[config.mk]
export PLATFORM = sky130hd
export DESIGN_NAME = lb_uart_tx_core
export DESIGN_NICKNAME = d
export VERILOG_FILES = /design/src/rtl/lb_uart_tx_core.sv
export SDC_FILE = /design/constraint.sdc
export NUM_CORES = 1
export LEC_CHECK = 0
export ABC_CLOCK_PERIOD_IN_PS = 4400
export BUFFER_PORTS_ARGS = -buffer_cell sky130_fd_sc_hd__buf_2
export CAP_MARGIN = 20
export CORE_MARGIN = 5
export CORE_UTILIZATION = 61
export DETAILED_ROUTE_END_ITERATION = 16
export GPL_ROUTABILITY_DRIVEN = 0
export PLACE_DENSITY = 0.89
export SYNTH_ARGS = -nofsm -noshare
export SYNTH_HDL_FRONTEND = slang
export SYNTH_SLANG_ARGS = --single-unit
[constraint.sdc]
create_clock -name clk -period 4.4 [get_ports clk]
set_input_delay 0.22 -clock clk [delete_from_list [all_inputs] [get_ports clk]]
set_output_delay 0.22 -clock clk [all_outputs]
set_load 0.005 [all_outputs]
[src/rtl/lb_uart_tx_core.sv]
// Purpose: UART transmitter; start bit, 7/8 data bits LSB first, optional parity, one stop bit. Optional holding buffer via UART_TX_HOLD_BUF_EN.
// Latency: a cs sampled with ready high drives the start bit on tx from the next edge; done pulses in the last cycle of the stop bit.
// Backpressure: cs is ignored while ready is low (ready = ~busy, or holding-buffer empty when UART_TX_HOLD_BUF_EN is defined).
module lb_uart_tx_core (
    input  logic        clk,
    input  logic        reset,
    input  logic [19:0] baud_value,
    input  logic        bit8,
    input  logic        parity_en,
    input  logic        odd_n_even,
    input  logic        cs,
    input  logic [7:0]  data_in,
    output logic        tx,
    output logic        busy,
    output logic        ready,
    output logic        done
);
    typedef enum logic [2:0] {IDLE, START, DATA, PARITY, STOP} state_t;

    state_t      r_state;
    logic [19:0] r_baud_cnt;
    logic [2:0]  r_bit_idx;
    logic [7:0]  r_shift;
    logic        r_bit8;
    logic        r_par_en;
    logic        r_par_bit;
    logic        r_tx;

    // Holding buffer; only ever loaded when the buffer build option is enabled.
    logic [7:0]  r_buf_dat;
    logic        r_buf_bit8;
    logic        r_buf_par_en;
    logic        r_buf_odd;
    logic        r_buf_vld;

    logic [19:0] w_baud;
    logic        w_bit_end;
    logic        w_accept;
    logic        w_stop_end;
    logic        w_from_buf;
    logic        w_start;
    logic        w_launch;
    logic [2:0]  w_last_idx;
    logic [7:0]  w_src_dat;
    logic        w_src_bit8;
    logic        w_src_par_en;
    logic        w_src_odd;
    logic [7:0]  w_src_mask;
    logic        w_src_par;

`ifdef UART_TX_HOLD_BUF_EN
    localparam logic LP_HOLD_BUF = 1'b1;
    assign ready = ~r_buf_vld;
`else
    localparam logic LP_HOLD_BUF = 1'b0;
    assign ready = ~busy;
`endif

    // A zero bit period behaves as a one-cycle period.
    assign w_baud     = (baud_value == 20'd0) ? 20'd1 : baud_value;
    assign w_bit_end  = (r_baud_cnt <= 20'd1);
    assign w_accept   = cs & ready;
    assign w_stop_end = (r_state == STOP) && w_bit_end;
    // A buffered frame takes priority at stop end; a fresh cs can only arrive then if the buffer is empty.
    assign w_from_buf = w_stop_end & r_buf_vld;
    assign w_start    = w_accept && ((r_state == IDLE) || w_stop_end);
    assign w_launch   = w_start | w_from_buf;
    assign w_last_idx = r_bit8 ? 3'd7 : 3'd6;

    assign w_src_dat    = w_from_buf ? r_buf_dat    : data_in;
    assign w_src_bit8   = w_from_buf ? r_buf_bit8   : bit8;
    assign w_src_par_en = w_from_buf ? r_buf_par_en : parity_en;
    assign w_src_odd    = w_from_buf ? r_buf_odd    : odd_n_even;
    assign w_src_mask   = w_src_bit8 ? 8'hFF : 8'h7F;
    // odd_n_even=1 makes the total ones over data+parity even.
    assign w_src_par    = (^(w_src_dat & w_src_mask)) ^ ~w_src_odd;

    assign tx   = r_tx;
    assign busy = (r_state != IDLE);
    assign done = w_stop_end;

    // Frame sequencer: bit timing, data shifting, holding buffer and the tx line register.
    always_ff @(posedge clk) begin
        if (reset) begin
            r_state      <= IDLE;
            r_baud_cnt   <= 20'd0;
            r_bit_idx    <= 3'd0;
            r_shift      <= 8'd0;
            r_bit8       <= 1'b0;
            r_par_en     <= 1'b0;
            r_par_bit    <= 1'b0;
            r_tx         <= 1'b1;
            r_buf_dat    <= 8'd0;
            r_buf_bit8   <= 1'b0;
            r_buf_par_en <= 1'b0;
            r_buf_odd    <= 1'b0;
            r_buf_vld    <= 1'b0;
        end else begin
            if (LP_HOLD_BUF && w_accept && !w_start) begin
                r_buf_dat    <= data_in;
                r_buf_bit8   <= bit8;
                r_buf_par_en <= parity_en;
                r_buf_odd    <= odd_n_even;
                r_buf_vld    <= 1'b1;
            end else if (w_from_buf) begin
                r_buf_vld    <= 1'b0;
            end

            if (w_launch) begin
                r_state    <= START;
                r_tx       <= 1'b0;
                r_baud_cnt <= w_baud;
                r_bit_idx  <= 3'd0;
                r_shift    <= w_src_dat;
                r_bit8     <= w_src_bit8;
                r_par_en   <= w_src_par_en;
                r_par_bit  <= w_src_par;
            end else begin
                case (r_state)
                    IDLE: begin
                        r_tx <= 1'b1;
                    end
                    START: begin
                        if (w_bit_end) begin
                            r_state    <= DATA;
                            r_tx       <= r_shift[0];
                            r_baud_cnt <= w_baud;
                            r_bit_idx  <= 3'd0;
                        end else begin
                            r_baud_cnt <= r_baud_cnt - 20'd1;
                        end
                    end
                    DATA: begin
                        if (w_bit_end) begin
                            r_baud_cnt <= w_baud;
                            if (r_bit_idx == w_last_idx) begin
                                if (r_par_en) begin
                                    r_state <= PARITY;
                                    r_tx    <= r_par_bit;
                                end else begin
                                    r_state <= STOP;
                                    r_tx    <= 1'b1;
                                end
                            end else begin
                                r_bit_idx <= r_bit_idx + 3'd1;
                                r_shift   <= r_shift >> 1;
                                r_tx      <= r_shift[1];
                            end
                        end else begin
                            r_baud_cnt <= r_baud_cnt - 20'd1;
                        end
                    end
                    PARITY: begin
                        if (w_bit_end) begin
                            r_state    <= STOP;
                            r_tx       <= 1'b1;
                            r_baud_cnt <= w_baud;
                        end else begin
                            r_baud_cnt <= r_baud_cnt - 20'd1;
                        end
                    end
                    STOP: begin
                        if (w_bit_end) begin
                            r_state    <= IDLE;
                            r_tx       <= 1'b1;
                            r_baud_cnt <= 20'd0;
                        end else begin
                            r_baud_cnt <= r_baud_cnt - 20'd1;
                        end
                    end
                    default: begin
                        r_state <= IDLE;
                        r_tx    <= 1'b1;
                    end
                endcase
            end
        end
    end
endmodule

==> impl_metrics.ini, run 1 <==
[critical_path]
end_kind = flop
cp.required_ns = 4.61
cp-startpoint = r_baud_cnt[0]$_SDFFE_PP0P_
worstSetupPathType = flop to flop
r2r_start = r_baud_cnt[0]$_SDFFE_PP0P_
startpoint_type = flop
crit_arrival_ns = 3.00
cp_max_fo = 15

[clocking]
cts_hold_buf = 0
post_cts_buffers = 0
htreeDepth = 2
cts_tree = built
clk_latency_ns = 0.29
cts_resized = 0
clk_pin_slew_worst_paths_ns = 0.08
cts_inserted_buffers = 5
clock_path_buffers = 2
cts.sinks = 38
cts_root_buf = clkbuf_8

[timing]
finalSetupTns_ns = 0
post-route-period-util_pct = 63.4
finalSetupViolCount = 0
slew_violations = 0
finalHoldViolations = 0
finalClockSkew_ns = 0.00904
clock.fmax_mhz = 359
rsz0062_at_grt = false
final.min_clock_period_ns = 2.79
max-slew-margin-rel_pct = 45.1
tightestPinTransition_ns = 0.820
finalWorstSetupSlack_ns = 1.61
whs_ns = 0.163

[global_routing]
antenna_found_initial = 0
gr-total-overflow = 0
grt_util_met2_pct = 39.6
first_global_vias = 2418
grtUsageMet3_pct = 5.65
grt_usage_pct = 26.7
grt_pass1_wl_um = 11300
grtUsageMet1_pct = 36.9
grt_max_degree = 37
grt.busiest_layer = met2

[logic_synthesis]
synthMuxAreaShare_pct = 1.24
synthTopCellsByArea = dfxtp_1, nor2_1, nand2_1
ys_async_sr_fraction_pct = 0
synthDistinctLibCells = 53
synth_nets = 358
synth_top_area_share_pct = 31.3
synth_compound_area_share_pct = 27.5
synth_xor_area_share_pct = 3.61
ys_ff_latch = 38
synth_top_family_by_area = simple AND/OR/NAND/NOR gates
synth_edf_count = 0
avgSynthCellArea_um2 = 7.57
synth-main-ff-cell = dfxtp_1
synth_area_mm2 = 0.00243
postSynthCellCount = 321
synth-simple-area-share_pct = 30.2
synth_fa_ha_area_share_pct = 1.55
yosysWarningCount = 0
yosysTopAreaCell = dfxtp_1
ys_seq_area_share_pct = 31.3
synthTopCellsByCount = dfxtp_1, nor2_1, nand2_1

[die]
start_util_pct = 61.6
core_mm2 = 0.00394
die_h_um = 73.1
rows = 23
die-area_mm2 = 0.00534
io_pins = 38
die_x_um = 73.1

[layout]
fin_nets = 387
area_delta_synth_final_pct = 12.9
stdcell_count = 400
finalInstanceArea_mm2 = 0.00274
fillers = 313
utilization_pct = 69.6
diodes = 0
drive_gt1_share_pct = 16.6

[routing]
vias = 2604
vias_per_cell = 6.51
routed_wl_um = 6710
postRouteAntennaNets = 0
drt_iter0_drc = 368
detail_route.wl_per_cell_um = 16.8
drc_errors = 0
drtPass1Iterations = 5

[min_path]
min-delay-start = parity_en
hp-class = input pin to flop

[place]
placed_cell_area_mm2 = 0.00262
hpwl_um = 4630
post-place-cells = 392
post-place-ws_ns = 1.41
portBuffers = 37

[power_and_ir_drop]
finalPower_mw = 1.14
p_leak_nw = 1.02
irDropWorstVdd_v = 0.000221
cellPowerDensity_mw_per_mm2 = 414

[flow_run]
drv_cap = 0

[status]
outcome = finished, final reports clean
## critical path, cell delays in order, from the launching register on
cell      delay (ns)
dfxtp_1         0.37
inv_1           0.10
ha_1            0.30
o21ai_1         0.28
or3_1           0.59
o31ai_4         0.68
nor2_1          0.11
a311oi_2        0.26
## placed cells by master, fill, tap and decap left out, drive strengths merged, types with 6 or more instances in the layout
cell type,count
a21oi,24
buf,39
a311oi,10
nor3,15
or3,6
o21ai,27
inv,9
and3,6
dfxtp,38
nor4,13
nand3,10
nand2,36
clkbuf,6
xnor2,8
nor2,38
## layout make-up
class                   count  area (um^2)  share of cell area (%)
repair buffers             39          208                    7.57
flip-flops and latches     38          761                    27.7
well taps                  50         62.6                    2.28
clock inverters             1         30.0                    1.09
inverters                   9         33.8                    1.23
multi-input cells         257         1570                    57.1
clock buffers               6         82.6                    3.01
## registers in the layout, indices dropped and copies added (netlist names)
register,cells
tx,1
r_state,3
r_baud_cnt,20
r_bit8,1
r_bit_idx,3
r_par_en,1
r_shift,8
r_par_bit,1
## power by group
group          internal, mW  switching, mW
registers             0.385         0.0482
clock network         0.182          0.127
logic                 0.149          0.247
## final timing paths
kind | endpoint | slack (ns) | cells after the start
worst max-delay path | r_shift[4]$_SDFFE_PP0P_ | 1.61 | 7
worst min-delay path | r_par_en$_SDFFE_PP0P_ | 0.16 | 3
worst max register to register | r_shift[4]$_SDFFE_PP0P_ | 1.61 | 7
worst min register to register | r_bit8$_SDFFE_PP0P_ | 0.48 | 2
## metal layers
layer | wire [um] | vias up
li1 | - | 1253
met1 | 2780 | 1191
met3 | 666 | 20
met5 | 0 | -
met4 | 203 | 0
met2 | 3060 | 140
## logic make-up after synthesis
logic type | count (synthesis)
AO/OA/AOI/OAI | 96
multiplexers | 3
AND/OR/NAND/NOR | 145
flip-flops | 38
XOR/XNOR | 10
buffers and inverters | 26
adder cells (fa/ha/maj) | 3
No activity file was read; power rests on OpenSTA's default activity.
==> run 2, diff against run 1 <==
- ABC_AREA: default -> 1
- ABC_CLOCK_PERIOD_IN_PS: 4400 -> 2600
- CORE_UTILIZATION: 61 -> 58
- PLACE_DENSITY: 0.89 -> 0.84
- clock period: 4.4 -> 2.6 ns (I/O delays scaled with it)
==> run 2 against run 1 <==
- clock power is 110% higher
- sequential power is 130% higher
- design area is 12% higher
- worst setup slack worse by 0.99 ns
==> impl_metrics.ini, run 2 <==
[min_path]
min_path_cells = 3
hp-class = input pin to flop

[layout]
reg_top3 = r_baud_cnt: 20 flops, r_shift: 8 flops
fin_nets = 528
diodes = 0
mostFrequentLayoutCell = nand2_1
drive_gt1_share_pct = 14.8
largest_register_ffs = 20
regMostFlops = r_baud_cnt
final_cell_mix = nand2_1, nor2_1, inv_1
fillers = 448
area_delta_synth_final_pct = 12.4

[critical_path]
startpoint_type = flop
worstSetupPathType = flop to flop
cp.required_ns = 2.79
crit_arrival_ns = 2.17
cp_common_cell = nand2_1
path_delay_family = simple AND/OR/NAND/NOR gates
cp.depth = 14
path_cells = inv_1 > ha_1 > inv_1 > nand2_1 > nand2_1 > nor2_4 > nand3_4 > nand2_4 > inv_2 > nand2_1 > nand2_1 > nand2_1 > nand2_1 > nor2_1
cp_max_fo = 16
end_kind = flop
ff2ff_path_depth = 14
crit_slowest_cell = dfxtp_1
crit_buf_inv = 3
cpPeakStageDelay_ns = 0.41

[routing]
vias = 2885
drt_iter0_drc = 237
routed_wl_um = 6820
postRouteAntennaNets = 0
drtPass1Iterations = 5
drc_errors = 0
vias_per_cell = 5.28
detail_route.wl_per_cell_um = 12.5

[timing]
post-route-period-util_pct = 76.1
finalSetupTns_ns = 0
final.min_clock_period_ns = 1.98
finalHoldViolations = 0
rsz0062_at_grt = false
slew_violations = 0
max-slew-margin-rel_pct = 56.7
tightestPinTransition_ns = 0.649
clock.fmax_mhz = 505
finalClockSkew_ns = 0.00267
finalSetupViolCount = 0
whs_ns = 0.0799

[global_routing]
grt_max_degree = 38
first_global_vias = 2597
gr-total-overflow = 0
grt_pass1_wl_um = 11500
antenna_found_initial = 0
grt_usage_pct = 22.7

[logic_synthesis]
synth_most_common_cell = nand2_1
synth_top_family_by_area = simple AND/OR/NAND/NOR gates
synth_area_mm2 = 0.00273
synthTopCellsByCount = nand2_1, nor2_1, inv_1
synthDistinctLibCells = 34
yosysWarningCount = 0
postSynthCellCount = 456
avgSynthCellArea_um2 = 5.98
synth_nets = 493
synthMuxAreaShare_pct = 0
synthTopCellsByArea = dfxtp_1, nand2_1, nor2_1
synth_top_area_share_pct = 27.9
yosysTopAreaCell = dfxtp_1
synth_fa_ha_area_share_pct = 1.38
synth_xor_area_share_pct = 4.18
synth_compound_area_share_pct = 13.0
ys_ff_latch = 38
synth-main-ff-cell = dfxtp_1
synth_edf_count = 0
synth-simple-area-share_pct = 42.3
ys_seq_area_share_pct = 27.9
ys_async_sr_fraction_pct = 0

[flow_run]
drv_cap = 0

[die]
io_pins = 38
die_h_um = 78.6
die-area_mm2 = 0.00617
start_util_pct = 58.9
core_mm2 = 0.00463
die_x_um = 78.6
rows = 25

[power_and_ir_drop]
irDropWorstVdd_v = 0.000731
cellPowerDensity_mw_per_mm2 = 1270
p_leak_nw = 1.59

[clocking]
clock_path_buffers = 2
cts_resized = 0
post_cts_buffers = 0
clk_latency_ns = 0.29
cts_root_buf = clkbuf_8
htreeDepth = 2
cts.sinks = 38
clk_pin_slew_worst_paths_ns = 0.08
cts_hold_buf = 0
cts_inserted_buffers = 5
cts_tree = built

[place]
hpwl_um = 5100
portBuffers = 37

[status]
outcome = finished, final reports clean
-- run 2: worst paths after layout --
| path | start | endpoint | slack (ns) |
|---|---|---|---|
| worst max-delay path | r_baud_cnt[0]$_SDFFE_PP0P_ | r_baud_cnt[14]$_SDFFE_PP0P_ | 0.62 |
| worst min-delay path | baud_value[4] | r_baud_cnt[4]$_SDFFE_PP0P_ | 0.08 |
| worst max register to register | r_baud_cnt[0]$_SDFFE_PP0P_ | r_baud_cnt[14]$_SDFFE_PP0P_ | 0.62 |
| worst min register to register | r_shift[7]$_SDFFE_PP0P_ | r_shift[7]$_SDFFE_PP0P_ | 0.47 |
-- run 2: worst register-to-register path: stages (launching register included) --
cell and delay [ns]:
dfxtp_1 0.41, inv_1 0.06, ha_1 0.23, inv_1 0.06
nand2_1 0.04, nand2_1 0.09, nor2_4 0.05, nand3_4 0.15
nand2_4 0.17, inv_2 0.26, nand2_1 0.11, nand2_1 0.07
nand2_1 0.07, nand2_1 0.06, nor2_1 0.04
-- run 2: report_power, final --
group	switching, mW	internal [mW]	total (mW)
logic	1.53	0.752	2.29
registers	0.189	0.793	0.982
clock network	0.225	0.410	0.634
-- run 2: cell families after synthesis --
kind of cell	count (synthesis)
and+or+nand+nor	262
buffers and inverters	74
AOI/OAI and AO/OA	66
DFF	38
xor gates and xnor gates	13
adders and majority gates	3
-- run 2: metal layers --
metal | GRT usage (%) | share of wire, %
met2 | 38.5 | 48
met3 | 2.64 | 4.5
met4 | 6.99 | 1.4
met5 | 0 | 0
met1 | 30.0 | 46
-- run 2: area by class of cell --
cell class	instances	area, um^2	area share [%]
timing repair buffer	39	200	6.53
sequential	38	761	24.8
clock buffer	6	82.6	2.69
multi-input combinational	344	1660	54.1
clock inverter	2	60.1	1.96
tap	54	67.6	2.20
inverter	63	236	7.71
-- run 2: metrics by stage --
step	setup WS (ns)	util [%]	instance area [um^2]	instances	total power, mW
after floorplan	1.05	-	2730	456	2.81
after global placement	0.723	63.1	2920	538	3.16
after detailed placement	0.653	63.1	2920	538	3.22
after CTS	0.642	66.2	3070	546	3.87
after global routing	0.437	66.2	3070	546	4.27
final	0.621	66.2	3070	546	3.90
